File: src/rtl/uc_pkg.sv
// Shared types and constants for the multicycle RV64 control unit.
// Holds the FSM state encodings, opcode values, instruction classes and ALU commands.
package uc_pkg;

  typedef enum logic [1:0] {
    FETCH  = 2'd0,
    DECODE = 2'd1,
    EXEC   = 2'd2,
    COMMIT = 2'd3
  } state_e;

  localparam logic [6:0] OP_R    = 7'b0110011;
  localparam logic [6:0] OP_IALU = 7'b0010011;
  localparam logic [6:0] OP_LD   = 7'b0000011;
  localparam logic [6:0] OP_SD   = 7'b0100011;
  localparam logic [6:0] OP_BEQ  = 7'b1100011;

  typedef enum logic [2:0] {
    CLS_R    = 3'd0,
    CLS_IALU = 3'd1,
    CLS_LD   = 3'd2,
    CLS_SD   = 3'd3,
    CLS_BEQ  = 3'd4,
    CLS_ILL  = 3'd5
  } cls_e;

  localparam logic [3:0] ALU_FUNCT  = 4'b0000;
  localparam logic [3:0] ALU_FUNCT3 = 4'b0001;
  localparam logic [3:0] ALU_ADD    = 4'b0010;
  localparam logic [3:0] ALU_SUB    = 4'b0011;

  // The instruction cycle is a fixed ring with no stalls.
  function automatic state_e next_state(input state_e s);
    case (s)
      DECODE:  next_state = EXEC;
      EXEC:    next_state = COMMIT;
      COMMIT:  next_state = FETCH;
      default: next_state = DECODE;
    endcase
  endfunction

endpackage

File: src/rtl/uc_decoder.sv
// Combinational opcode-to-class decoder, shared with the future pipelined control.
module uc_decoder
  import uc_pkg::*;
(
  input  logic [6:0] opcode_i,
  output cls_e       cls_o
);

  always_comb begin
    cls_o = CLS_ILL;
    case (opcode_i)
      OP_R:    cls_o = CLS_R;
      OP_IALU: cls_o = CLS_IALU;
      OP_LD:   cls_o = CLS_LD;
      OP_SD:   cls_o = CLS_SD;
      OP_BEQ:  cls_o = CLS_BEQ;
      default: cls_o = CLS_ILL;
    endcase
  end

endmodule

File: src/rtl/uc_grupo_1.sv
// Multicycle control unit: 4-state FSM phase-locked to the datapath PC divider,
// plus retired-instruction / taken-branch counters and a sticky illegal flag.
module uc_grupo_1
  import uc_pkg::*;
#(
  parameter int CNT_WIDTH = 16
) (
  input  logic                 clk,
  input  logic                 rst,
  input  logic [6:0]           opcode,
  input  logic [3:0]           alu_flags,
  output logic                 d_mem_we,
  output logic                 rf_we,
  output logic [3:0]           alu_cmd,
  output logic                 alu_src,
  output logic                 pc_src,
  output logic                 rf_src,
  output logic [1:0]           phase,
  output logic [CNT_WIDTH-1:0] instr_count,
  output logic [CNT_WIDTH-1:0] branch_taken_count,
  output logic                 illegal
);

  state_e               state_q, state_d;
  logic [CNT_WIDTH-1:0] instr_cnt_q, instr_cnt_d;
  logic [CNT_WIDTH-1:0] br_cnt_q, br_cnt_d;
  logic                 illegal_q, illegal_d;
  cls_e                 cls;
  logic                 retire;

  uc_decoder u_decoder (
    .opcode_i (opcode),
    .cls_o    (cls)
  );

  // The instruction retires on the COMMIT->FETCH edge, together with the PC update.
  assign retire = (state_q == COMMIT);

  always_comb begin
    state_d     = next_state(state_q);
    instr_cnt_d = instr_cnt_q;
    br_cnt_d    = br_cnt_q;
    illegal_d   = illegal_q;
    if (retire) begin
      instr_cnt_d = instr_cnt_q + 1'b1;
      if (cls == CLS_BEQ && alu_flags[0]) begin
        br_cnt_d = br_cnt_q + 1'b1;
      end
      if (cls == CLS_ILL) begin
        illegal_d = 1'b1;
      end
    end
  end

  always_ff @(posedge clk) begin
    if (rst) begin
      state_q     <= DECODE;
      instr_cnt_q <= '0;
      br_cnt_q    <= '0;
      illegal_q   <= 1'b0;
    end else begin
      state_q     <= state_d;
      instr_cnt_q <= instr_cnt_d;
      br_cnt_q    <= br_cnt_d;
      illegal_q   <= illegal_d;
    end
  end

  // Datapath controls depend only on state and opcode; alu_flags never reach them.
  always_comb begin
    alu_cmd  = ALU_FUNCT;
    alu_src  = 1'b0;
    rf_src   = 1'b0;
    rf_we    = 1'b0;
    d_mem_we = 1'b0;
    pc_src   = 1'b0;
    case (cls)
      CLS_R: begin
        alu_cmd = ALU_FUNCT;
        rf_we   = (state_q == COMMIT);
      end
      CLS_IALU: begin
        alu_cmd = ALU_FUNCT3;
        alu_src = 1'b1;
        rf_we   = (state_q == COMMIT);
      end
      CLS_LD: begin
        alu_cmd = ALU_ADD;
        alu_src = 1'b1;
        rf_src  = 1'b1;
        rf_we   = (state_q == COMMIT);
      end
      CLS_SD: begin
        alu_cmd  = ALU_ADD;
        alu_src  = 1'b1;
        d_mem_we = (state_q == COMMIT);
      end
      CLS_BEQ: begin
        alu_cmd = ALU_SUB;
        // Held through FETCH because the opcode stays valid until the PC clock edge.
        pc_src  = (state_q == COMMIT) || (state_q == FETCH);
      end
      default: begin
        alu_cmd = ALU_FUNCT;
      end
    endcase
  end

  assign phase              = state_q;
  assign instr_count        = instr_cnt_q;
  assign branch_taken_count = br_cnt_q;
  assign illegal            = illegal_q;

endmodule

File: config.mk
export PLATFORM = sky130hd
export DESIGN_NAME = uc_grupo_1
export DESIGN_NICKNAME = d
export VERILOG_FILES = /design/src/rtl/uc_pkg.sv /design/src/rtl/uc_decoder.sv /design/src/rtl/uc_grupo_1.sv
export SDC_FILE = /design/constraint.sdc
export NUM_CORES = 1
export LEC_CHECK = 0
export CORE_ASPECT_RATIO = 1.75
export CORE_MARGIN = 2
export CORE_UTILIZATION = 25
export CTS_BUF_LIST = sky130_fd_sc_hd__clkbuf_8 sky130_fd_sc_hd__clkbuf_16
export DETAILED_ROUTE_END_ITERATION = 6
export GPL_ROUTABILITY_DRIVEN = 0
export PLACE_DENSITY = 0.53
export SYNTH_ARGS = -nofsm -noshare
export SYNTH_HDL_FRONTEND = slang
export SYNTH_SLANG_ARGS = --single-unit
File: constraint.sdc
create_clock -name clk -period 1.85 [get_ports clk]
set_input_delay 0.2775 -clock clk [delete_from_list [all_inputs] [get_ports clk]]
set_output_delay 0.2775 -clock clk [all_outputs]
set_load 0.01 [all_outputs]
Word-level counts from Yosys, hierarchy flattened

Index checks and enable logic that the tools add are counted.

Reduce and logical (&&, ||, !) cells: 9
Add/subtract/negate cells: 2
$lt $le $gt $ge: 0
Equality and inequality tests: 13
Shift-type cells: 0
Multiply operators: 0
Divide/modulo/power cells: 0
Mux-type cells: 8
Bitwise operators: 0

Operators by type and width:

| operator              | number |
|---|---|
| $add 16x1->16 const B | 2 |
| $pmux 3 s5            | 1 |
| $eq 7x6->1 const B    | 2 |
| $pmux 2 s3            | 2 |
| $eq 7x2->1 const B    | 1 |
| $eq 7x5->1 const B    | 1 |
| $eq 7x7->1 const B    | 1 |
| $eq 3x2->1 const B    | 2 |
| $eq 3x3->1 const B    | 2 |
| $reduce_or 3->1       | 2 |
| $mux 1                | 5 |
| $eq 2x2->1 const B    | 2 |
| $reduce_and 2->1      | 2 |
| $eq 3x1->1 const B    | 1 |
| $logic_not 3->1       | 1 |
| $eq 2x1->1 const B    | 1 |
| $logic_not 2->1       | 1 |
| $reduce_or 2->1       | 1 |
| $logic_and 1x1->1     | 1 |
| $logic_or 1x1->1      | 1 |

Flip-flop bits (word level): 35
Bits in writable memories: 0
Bits in latches: 0
Memory bits (read-only): 0
Word-level logic and storage cells: 36
Memories: 0

Logic depth before layout (Yosys ltp)

Word-level depth: 5
Depth in mapped cells: 6
Gate-level depth less buffers: 5

Cells and area by module

From an unflattened synthesis, not the netlist that was laid out.

Cell total of the unflattened synthesis: 210
Area, all modules: 1798.0 um2

Modules (own cells, without submodules):

| module     | cells an instance | area an instance (um2) | times used |
|---|---|---|---|
| uc_grupo_1 | 202               | 1746.7                 | 1 |
| uc_decoder | 8                 | 51.3                   | 1 |

Least setup slack after synthesis

No wires, ideal clock.

Path type: register to register
Start: register state_q[1], in the netlist phase[1]
End: register br_cnt_q[14], in the netlist branch_taken_count[14]
Data arrival time: 1.932 ns
Path slack: -0.153 ns
Cell stages (with the launch flop): 7
Setup time: 0.070 ns
Cells stage by stage: dfxtp_1 -> ha_1 -> nand2_1 -> or4_4 -> buf_6 -> or4_1 -> a21oi_1

Word-level cells in the longest chain between the ends: 2

Ends and longest elaborated chain:

| item                       | line             | source |
|---|---|---|
| from (decl)                | uc_grupo_1.sv:24 | `state_e state_q, state_d;` |
| from (signal assigned)     | uc_grupo_1.sv:62 | `state_q <= state_d;` |
| $eq 2x2->1                 | uc_grupo_1.sv:37 | `assign retire = (state_q == COMMIT);` |
| $reduce_and 2->1 (no line) | -                |  |
| to (signal assigned)       | uc_grupo_1.sv:64 | `br_cnt_q <= br_cnt_d;` |
| to (decl)                  | uc_grupo_1.sv:26 | `logic [CNT_WIDTH-1:0] br_cnt_q, br_cnt_d;` |

Every way passes these cells.
A chain may end at the register's enable or synchronous reset.

Final worst setup path

Start: register state_q[0], in the netlist phase[0]
End: register br_cnt_q[12], in the netlist branch_taken_count[12]

Same word-level chain as after synthesis.

==> out/results.ini <==
[status]
outcome=finished, final reports clean

[worst_setup_path]
crit_top_cell=or4_4
path_buf_inv=0
slowest_stage=or4_4
worstPathArrival_ns=2.01
crit_path_max_fanout=6
cp_cell_sequence=ha_4 -> nand2_2 -> or4_4 -> or4_4 -> a21oi_2
critPathCaptureType=flip-flop
ff2ff_setup_slack_ns=0.05
path_class=reg2reg
critical-path-max-stage-delay_ns=0.54
crit_family=simple AND/OR/NAND/NOR gates
required_ns=2.06
cp-start-kind=flip-flop

[finish]
drive_gt1_share_pct=22.1
layout_commonest_cell=clkdlybuf4s50_1
fillers=700
nNetsFinal=302
layout_common_cells=36 x clkdlybuf4s50_1, 33 x dfxtp_1, 32 x buf_4, 23 x nor2_1, 11 x a21oi_1
area_growth_pct=60.0
stdcell_count=369
diodes=0

[yosys]
synthAdderAreaFrac_pct=3.64
ys_seq_area_share_pct=40.8
synth_top_family_by_area=simple AND/OR/NAND/NOR gates
yosys-mux-area-fraction_pct=1.82
ys.flop_type=dfxtp_1
synthesis.area_um2=1720
synth_cell_type_count=36
ys_warn_count=0
synth-edff-count=0
ys_ff_latch=35
syn_area_per_cell_um2=8.54
synth_compound_area_share_pct=9.99
yosys.area_share.simple_pct=30.5
synth_cells=201
synth-async-reset-ratio_pct=0
synth_xor_area_share_pct=8.16

[route]
ant_nets=0
vias=1747
drtIter0Drc=46
first_pass_iters=6
wl_per_cell_um=13.0
drt-vias-per-instance=4.73
wl_um=4790
drc_errors=0

[timing]
fin_crit_ns=1.80
finalCritPeriodShare_pct=97.4
fin_ws_ns=0.0478
slew_violations=0
fin_skew_ns=0.00314
rsz0062_at_grt=true
setup_violations=0
fmax_mhz=555
hold_viol_final=0
tns_ns=0

[clocking]
cts_max_path_buffers=2
numCtsBuffers=5
cts-htree-levels=2
hold_buffers=0
insertion_delay_ns=0.27
cts_tree=yes
clk_pin_slew_ns=0.06
clock-root-buffer=clkbuf_16
clock-sinks=35

[place]
place.port_buffers=51
dp_hpwl_um=3710
place_ws_ns=-0.440
placed_cells=359

[global_routing]
met1_usage_pct=13.9
overflow=0
top_usage_layer=met2
antenna_found_initial=0
use_met2_pct=25.7
grt_start_max_net_pins=18
grt_pass1_wl_um=7820
grt_pass1_vias=1613
grt_use_met3_pct=2.76
grt_util_all_layers_pct=13.4

[power]
powerDensity_nw_per_um2=666
finalPower_mw=1.83
vdd_ir_drop_max_v=0.000605
p_leak_nw=1.01

[worst_hold_path]
hold_path_class=reg2reg

[run]
cap_viol_max_count=0

[floorplan]
rows=40
start_util_pct=25.4
die-area_um2=7570
die_y_um=114
core_um2=6760
ioPinCount=57
fp.dieW_um=66.6

-- sequential cells by signal, indices dropped and copies added, names as in the netlist --
name	count
branch_taken_count	16
instr_count	16
phase	2
illegal	1
-- stage by stage --
stage	hold WS, ns	cell area, um^2	utilization [%]
5_1_grt	0.510	2750	40.6
4_1_cts	0.485	2700	40.0
3_3_place_gp	0.465	2540	37.6
3_5_place_dp	0.472	2540	37.6
6_report	0.475	2750	40.6
2_1_floorplan	0.500	1740	-
-- cells by family after synthesis --
family	Yosys count
flip-flops	35
XOR/XNOR	16
adder cells (fa/ha/maj)	5
buffers and inverters	18
AO/OA/AOI/OAI	30
other	1
multiplexers	3
AND/OR/NAND/NOR	93
-- path summary, 6_finish.rpt --
kind	start	endpoint	depth (start not counted)
max	phase[0]	branch_taken_count[12]	5
min	illegal	illegal	2
max reg2reg	phase[0]	branch_taken_count[12]	5
min reg2reg	illegal	illegal	2
-- final cells by class --
| cell class | instances | area [um^2] | share of cell area, % |
|---|---|---|---|
| clock buffer | 5 | 125 | 4.56 |
| inverter | 9 | 33.8 | 1.23 |
| sequential | 35 | 708 | 25.8 |
| tap | 84 | 105 | 3.83 |
| clock inverter | 3 | 15.0 | 0.547 |
| timing repair buffer | 83 | 742 | 27.0 |
| multi-input combinational | 150 | 1020 | 37.0 |
-- power by group --
group / internal [mW] / switching (mW)
clock: 0.491 / 0.310
combinational: 0.125 / 0.107
sequential: 0.778 / 0.0196
total: 1.39 / 0.437
-- Yosys cell counts, drive strengths merged (5+ instances only) --
cell / n / area share, %
o31ai: 6 / 2.6
xor2: 7 / 3.6
clkbuf: 5 / 1.1
a21oi: 15 / 4.4
nand3: 7 / 2.0
or3: 8 / 2.9
inv: 9 / 2.0
ha: 5 / 3.6
nor2: 23 / 5.0
nor3: 5 / 1.5
dfxtp: 35 / 41
nor4: 5 / 1.8
or4: 9 / 4.2
nand2: 11 / 2.4
o21ai: 7 / 2.0
nand4: 10 / 3.6
xnor2: 9 / 4.6
-- metal layers --
layer,routed length (um),share of wire (%),vias to the layer above
met2,2670,56,41
met1,1860,39,822
met3,192,4.0,6
met5,0,0,-
li1,-,-,878
met4,66,1.4,0
-- what timing repair did --
action	in CTS	in global routing
endpoints found under the setup margin	15	8
resized for setup	26	10
cloned	1	0
endpoints found under the hold margin	0	0
buffers inserted	0	1
pin swaps	3	4
-- worst register-to-register path, delay by kind of cell, from the launching register on --
| family | cells | cell delay, ns |
|---|---|---|
| adders and majority gates | 1 | 0.16 |
| and+or+nand+nor | 3 | 1.08 |
| DFF | 1 | 0.37 |
| AOI/OAI and AO/OA | 1 | 0.14 |
No activity file was read; power rests on OpenSTA's default activity.
